## config.mk

```make
export PLATFORM = sky130hd
export DESIGN_NAME = interrupt_arbiter
export DESIGN_NICKNAME = d
export VERILOG_FILES = /design/src/rtl/interrupt_arbiter.sv
export SDC_FILE = /design/constraint.sdc
export NUM_CORES = 1
export LEC_CHECK = 0
export ABC_AREA = 1
export BUFFER_PORTS_ARGS = -buffer_cell sky130_fd_sc_hd__buf_2
export CORE_MARGIN = 2
export CORE_UTILIZATION = 42
export DETAILED_ROUTE_END_ITERATION = 12
export PLACE_DENSITY_LB_ADDON = 0.15
export SLEW_MARGIN = 25
export SYNTH_ARGS = -nofsm -noshare
export SYNTH_HDL_FRONTEND = slang
export SYNTH_HIERARCHICAL = 1
export SYNTH_SLANG_ARGS = --single-unit
```

## constraint.sdc

```tcl
create_clock -name clk_ph1 -period 2.1 [get_ports clk_ph1]
set_clock_uncertainty 0.15 [all_clocks]
set_input_delay 0.21 -clock clk_ph1 [delete_from_list [all_inputs] [get_ports clk_ph1]]
set_output_delay 0.21 -clock clk_ph1 [all_outputs]
set_load 0.02 [all_outputs]
```

## src/rtl/interrupt_arbiter.sv

```systemverilog
// Interrupt front end for the 6502 core: NUM_IRQ level/edge IRQ sources plus NMI,
// pending tracking, priority id, and a two-state perform-interrupt request FSM.

module irq_src_cell #(
  parameter bit EDGE = 1'b0
) (
  input  logic clk_ph1,
  input  logic rst,
  input  logic irq_n,
  input  logic ack,
  output logic pending
);
  logic irq_r, irq_prev;

  // Both sample registers load the live line during reset, so a line that is
  // already low at release is not mistaken for a falling edge.
  always_ff @(posedge clk_ph1) begin
    if (!rst) begin
      irq_r    <= irq_n;
      irq_prev <= irq_n;
      pending  <= 1'b0;
    end else begin
      irq_r    <= irq_n;
      irq_prev <= irq_r;
      if (EDGE) pending <= (irq_prev & ~irq_r) | (pending & ~ack);
      else      pending <= ~irq_r;
    end
  end
endmodule

module interrupt_arbiter #(
  parameter int                 NUM_IRQ   = 4,
  parameter logic [NUM_IRQ-1:0] EDGE_MODE = '0,
  parameter int                 IDW       = 2
) (
  input  logic               clk_ph1,
  input  logic               rst,
  input  logic [NUM_IRQ-1:0] irq_n,
  input  logic [NUM_IRQ-1:0] irq_en,
  input  logic [NUM_IRQ-1:0] irq_ack,
  input  logic               nmi_n,
  input  logic               i_flag,
  input  logic               poll,
  input  logic               int_ack,
  output logic [NUM_IRQ-1:0] irq_pending,
  output logic               irq_line,
  output logic [IDW-1:0]     irq_id,
  output logic               nmi_pending,
  output logic               int_req,
  output logic               int_src,
  output logic [15:0]        vec_addr
);
  typedef enum logic {IDLE, ARMED} state_t;

  typedef struct packed {
    logic        src;
    logic [15:0] vec;
  } req_t;

  state_t         state, state_nxt;
  req_t           req, req_nxt;
  logic           nmi_r, nmi_prev, nmi_clr;
  logic [IDW-1:0] id_nxt;

  genvar g;
  generate
    for (g = 0; g < NUM_IRQ; g++) begin : g_src
      irq_src_cell #(.EDGE(EDGE_MODE[g])) u_src (
        .clk_ph1 (clk_ph1),
        .rst     (rst),
        .irq_n   (irq_n[g]),
        .ack     (irq_ack[g]),
        .pending (irq_pending[g])
      );
    end
  endgenerate

  assign irq_line = |(irq_pending & irq_en);
  assign int_req  = (state == ARMED);
  assign int_src  = req.src;
  assign vec_addr = req.vec;
  assign nmi_clr  = (state == ARMED) && int_ack && req.src;

  always_comb begin
    id_nxt = '0;
    for (int i = NUM_IRQ - 1; i >= 0; i--)
      if (irq_pending[i] && irq_en[i]) id_nxt = IDW'(i);
  end

  always_comb begin
    state_nxt   = state;
    req_nxt.src = req.src;
    case (state)
      IDLE: begin
        if (poll && nmi_pending) begin
          state_nxt   = ARMED;
          req_nxt.src = 1'b1;
        end else if (poll && irq_line && !i_flag) begin
          state_nxt   = ARMED;
          req_nxt.src = 1'b0;
        end
      end
      ARMED: begin
        // An armed IRQ is never withdrawn; only an NMI can take it over.
        if (int_ack)                       state_nxt   = IDLE;
        else if (!req.src && nmi_pending)  req_nxt.src = 1'b1;
      end
      default: state_nxt = IDLE;
    endcase
    req_nxt.vec = req_nxt.src ? 16'hFFFA : 16'hFFFE;
  end

  always_ff @(posedge clk_ph1) begin
    if (!rst) begin
      state       <= IDLE;
      req         <= '{src: 1'b0, vec: 16'hFFFE};
      irq_id      <= '0;
      nmi_r       <= nmi_n;
      nmi_prev    <= nmi_n;
      nmi_pending <= 1'b0;
    end else begin
      state       <= state_nxt;
      req         <= req_nxt;
      irq_id      <= id_nxt;
      nmi_r       <= nmi_n;
      nmi_prev    <= nmi_r;
      nmi_pending <= (nmi_prev & ~nmi_r) | (nmi_pending & ~nmi_clr);
    end
  end
endmodule
```

# Word-level counts from Yosys, hierarchy flattened
# Index checks and enable logic that the tools add are counted.
[word_totals]
ff_bits = 31
in_bits = 18
out_inout_bits = 26
elab_cells = 57
[op_classes]
n_mux = 14
n_bitwise = 12
reduce_logical = 15
[op_table]
columns = ["cell", "n"]
rows = [
  ["$logic_and A1 B1 Y1", 10],
  ["$mux W1", 9],
  ["$not A1 Y1", 8],
  ["$and A4 B4 Y4", 1],
  ["$mux W2", 2],
  ["$pmux W1 S2", 2],
  ["$reduce_or A4 Y1", 1],
  ["$mux W3", 1],
  ["$reduce_or A3 Y1", 1],
  ["$and A1 B1 Y1", 2],
  ["$logic_not A1 Y1", 2],
  ["$reduce_or A2 Y1", 1],
  ["$or A1 B1 Y1", 1],
]

# Logic depth before layout (Yosys ltp)
[logic_depth]
word_depth = 8
ltp_mapped = 6
ltp_nobuf = 6

# Modules after synthesis
# Netlist, hierarchy kept.
[modules_own_cells]
columns = ["mod", "n_inst", "cells_each", "area_per_inst_um2", "seq_area_each_um2"]
rows = [
  ["interrupt_arbiter", 1, 58, 444.2, 160.2],
  ["irq_src_cell", 4, 4, 50.0, 40.0],
]

# Worst setup path before layout
# Ideal clock, no wire load.
[synth_path]
kind = "reg2reg"
start = "register g_src[2].u_src.pending"
end = "register req (netlist bit vec_addr[2])"
setup_ps = 117
t_arrival_ps = 846
required_ps = 1833
slack_ps = 987
stages_incl_launch_ff = 7
n_path_buf = 0
period_less_slack_ps = 1113
cell_sequence = "dfxtp_1 > nand2_2 > nand2_2 > o21ai_2 > nand2_2 > nand2_1 > nand2_1"
[synth_between]
elab_chain_len = 8
[synth_lines]
columns = ["element", "line_no", "rtl"]
rows = [
  ["start: declaration", "11", "output logic pending"],
  ["start signal: assignment", "25", "if (EDGE) pending <= (irq_prev & ~irq_r) | (pending & ~ack);"],
  ["start signal: assignment", "26", "else pending <= ~irq_r;"],
  ["$and A4 B4 Y4", "78", "assign irq_line = |(irq_pending & irq_en);"],
  ["$reduce_or A4 Y1", "78", ""],
  ["$logic_and A1 B1 Y1 (2 in a row)", "98", "end else if (poll && irq_line && !i_flag) begin"],
  ["$mux W1", "98", ""],
  ["$mux W1", "95", "if (poll && nmi_pending) begin"],
  ["$pmux W1 S2", "93", "case (state)"],
  ["$mux W3", "110", "req_nxt.vec = req_nxt.src ? 16'hFFFA : 16'hFFFE;"],
  ["end signal: assignment", "116", "req <= '{src: 1'b0, vec: 16'hFFFE};"],
  ["end signal: assignment", "123", "req <= req_nxt;"],
  ["end: declaration", "61", "req_t req, req_nxt;"],
]
# No other way between the ends.
# A chain may end at the register's enable or synchronous reset.

# Final worst setup path
[layout_path]
start = "register g_src[0].u_src.pending"
end = "output port irq_line"
[layout_between]
elab_chain_len = 2
[layout_lines]
columns = ["element", "line_no", "rtl"]
rows = [
  ["start: declaration", "11", ""],
  ["start signal: assignment", "25", ""],
  ["start signal: assignment", "26", ""],
  ["$and A4 B4 Y4", "78", ""],
  ["$reduce_or A4 Y1", "78", ""],
  ["end: declaration", "46", "output logic irq_line,"],
]
# No other way between the ends.

==> flow_metrics.py <==
metrics = {
    "cts": {
        "clkSinkCount": 16,
        "clkTransAtPathRegs_ns": 0.09,
        "clk_path_buf_depth": 2,
        "cts_tree": "yes",
        "cts_inserted_buffers": 3,
        "cts.root.buffer_cell": "clkbuf_4",
        "cts.repair.resized": 0,
        "clk_latency_ns": 0.28,
        "htreeDepth": 1,
    },
    "synth": {
        "synth_area_leaders": "dfxtp_1 50%, buf_4 17%, nand2_2 4.9%",
        "syn_area_um2": 644.4,
        "synth_seq_area_share_pct": 49.71,
        "yosysUniqueCellTypes": 14,
        "avgSynthCellArea_um2": 8.708,
        "yosysWarnings": 6,
        "synth_top_area_cell": "dfxtp_1",
        "synth_top_area_share_pct": 49.71,
        "ys_ff_latch": 16,
        "syn_inst": 74,
    },
    "critical_path": {
        "worstPathArrival_ns": 0.97,
        "cp.required_ns": 1.74,
        "worstPathMaxFanout": 3,
        "crit_type": "reg2out",
        "cp-start-kind": "flip-flop",
        "end_kind": "primary output",
    },
    "global_routing": {
        "gr-usage-all-layers_pct": 11.82,
        "antenna_found_initial": 0,
        "grt_pass1_vias": 411,
        "met2_usage_pct": 19.10,
        "grtUsageMet3_pct": 4.255,
        "grt_pass1_wl_um": 1518,
        "grt_overflow": 0,
        "met1_usage_pct": 11.41,
        "grt_max_degree": 10,
        "grt_busiest_layer": "met2",
    },
    "timing": {
        "max_freq_ghz": 0.7511,
        "rsz0062_at_grt": "no",
        "fin_hold_ws_ns": 0.03949,
        "finalSetupViolCount": 0,
        "layout_setup_ws_ns": 0.7686,
        "period_needed_ns": 1.331,
        "slew_viol_final": 0,
        "hold_violations": 0,
        "post-route-period-util_pct": 63.40,
        "tns_ns": 0,
    },
    "die": {
        "initial_utilization_pct": 43.79,
        "num_rows": 14,
        "core_area_um2": 1471,
        "die_h_um": 43.17,
        "pin_count": 44,
        "die_w_um": 43.17,
        "fp.dieArea_um2": 1864,
    },
    "power": {
        "vdd_drop_max_v": 0.0005581,
        "p_per_area_nw_per_um2": 773.9,
        "power_leakage_nw": 0.4315,
    },
    "finish": {
        "drive_gt1_share_pct": 36.54,
        "fillCellCount": 156,
        "nNetsFinal": 124,
        "syn2layout_area_growth_pct": 23.11,
        "utilization_pct": 53.91,
        "diodes": 0,
    },
    "outcome": {
        "status": "complete, no violations",
    },
    "drt": {
        "post_drt_wl_per_cell_um": 8.408,
        "drc": 0,
        "wirelength_um": 1009,
        "drtIter0Drc": 4,
        "dr.pass1.iters": 2,
        "ant_nets": 0,
        "vias_per_cell": 4.050,
        "vias": 486,
    },
    "place": {
        "gp_congestion": 0.6601,
        "io_buffers": 24,
        "place_ws_ns": 1.028,
        "hpwl_um": 755,
    },
    "hold_path": {
        "holdCritPathClass": "in2reg",
    },
    "job": {
        "drv_cap": 0,
    },
}
critical path, cell delays in order (launching register included):
cell	delay, ns
dfxtp_1	0.34
nand2_1	0.09
nand4_1	0.10
buf_2	0.16
cell usage in the layout (no fill, tap or decap), drive strengths merged:
master	instances
a32o	1
nand3	2
dfxtp	16
buf	24
nand4	1
clkbuf	3
a21oi	6
inv	8
o21ai	1
nor2	9
dlygate4sd3	5
conb	15
nand2	13
logic make-up (layout without fill, tap and decap cells):
kind of cell / Yosys count / count (layout) / share of synthesized area (%)
AOI/OAI and AO/OA: 8 / 8 / 8.155
buffers and inverters: 23 / 40 / 22.14
DFF: 16 / 16 / 49.71
other: 2 / 15 / 1.165
and+or+nand+nor: 25 / 25 / 18.84
metal layers:
| layer | vias to the layer above | wire length, um | part of all wire, % |
|---|---|---|---|
| li1 | 258 | - | - |
| met1 | 204 | 440 | 44 |
| met2 | 22 | 469 | 46 |
| met3 | 2 | 81 | 8.0 |
| met4 | 0 | 17 | 1.7 |
| met5 | - | 0 | 0 |
final cells by class:
class                      count  area (um^2)  area share (%)
clock buffer                   3        22.52           2.839
inverter                       8        30.03           3.785
multi-input combinational     48        230.2           29.02
sequential                    16        320.3           40.38
tap                           16        20.02           2.524
timing repair buffer          29        170.2           21.45
state kept, by name, indices dropped and copies added, names as in the netlist:
| signal | count |
|---|---|
| int_req | 1 |
| int_src | 1 |
| nmi_pending | 1 |
| g_src.u_src/pending | 4 |
| nmi_prev | 1 |
| g_src.u_src/irq_r | 4 |
| irq_id | 2 |
| vec_addr | 1 |
| nmi_r | 1 |
Yosys cell counts (all sizes together):
cell type  number
dfxtp          16
buf            15
nand2          13
nor2            9
inv             8
a21oi           6
conb            2
nand3           2
a32o            1
nand4           1
o21ai           1
per-stage QoR:
stage	instances	power [mW]	cell area, um^2
floorplan	87	0.4419	693.2
global placement	112	0.4551	720.7
detailed placement	112	0.4572	720.7
CTS	120	0.6207	793.3
global route	120	0.6455	793.3
finish	120	0.6139	793.3
final timing paths:
| path | slack (ns) | cells after the start | startpoint | to |
|---|---|---|---|---|
| setup / recovery | 0.77 | 3 | g_src[0].u_src/pending | irq_line |
| hold / removal | 0.04 | 4 | int_ack | int_req |
| setup reg to reg | 1.02 | 6 | g_src[2].u_src/pending | vec_addr[2] |
| hold reg to reg | 0.25 | 1 | g_src[0].u_src/irq_r | g_src[0].u_src/pending |
where the power goes:
part           switching [mW]  total, mW  internal [mW]
logic                  0.0777      0.119         0.0415
clock network          0.0912      0.158         0.0665
registers              0.0124      0.337          0.325
timing repair:
action | 4_1_cts | 5_1_grt
buffers inserted | 0 | 0
hold buffers | 5 | 0
endpoints found under the hold margin | 5 | 0
(Power assumes the default switching activity.)
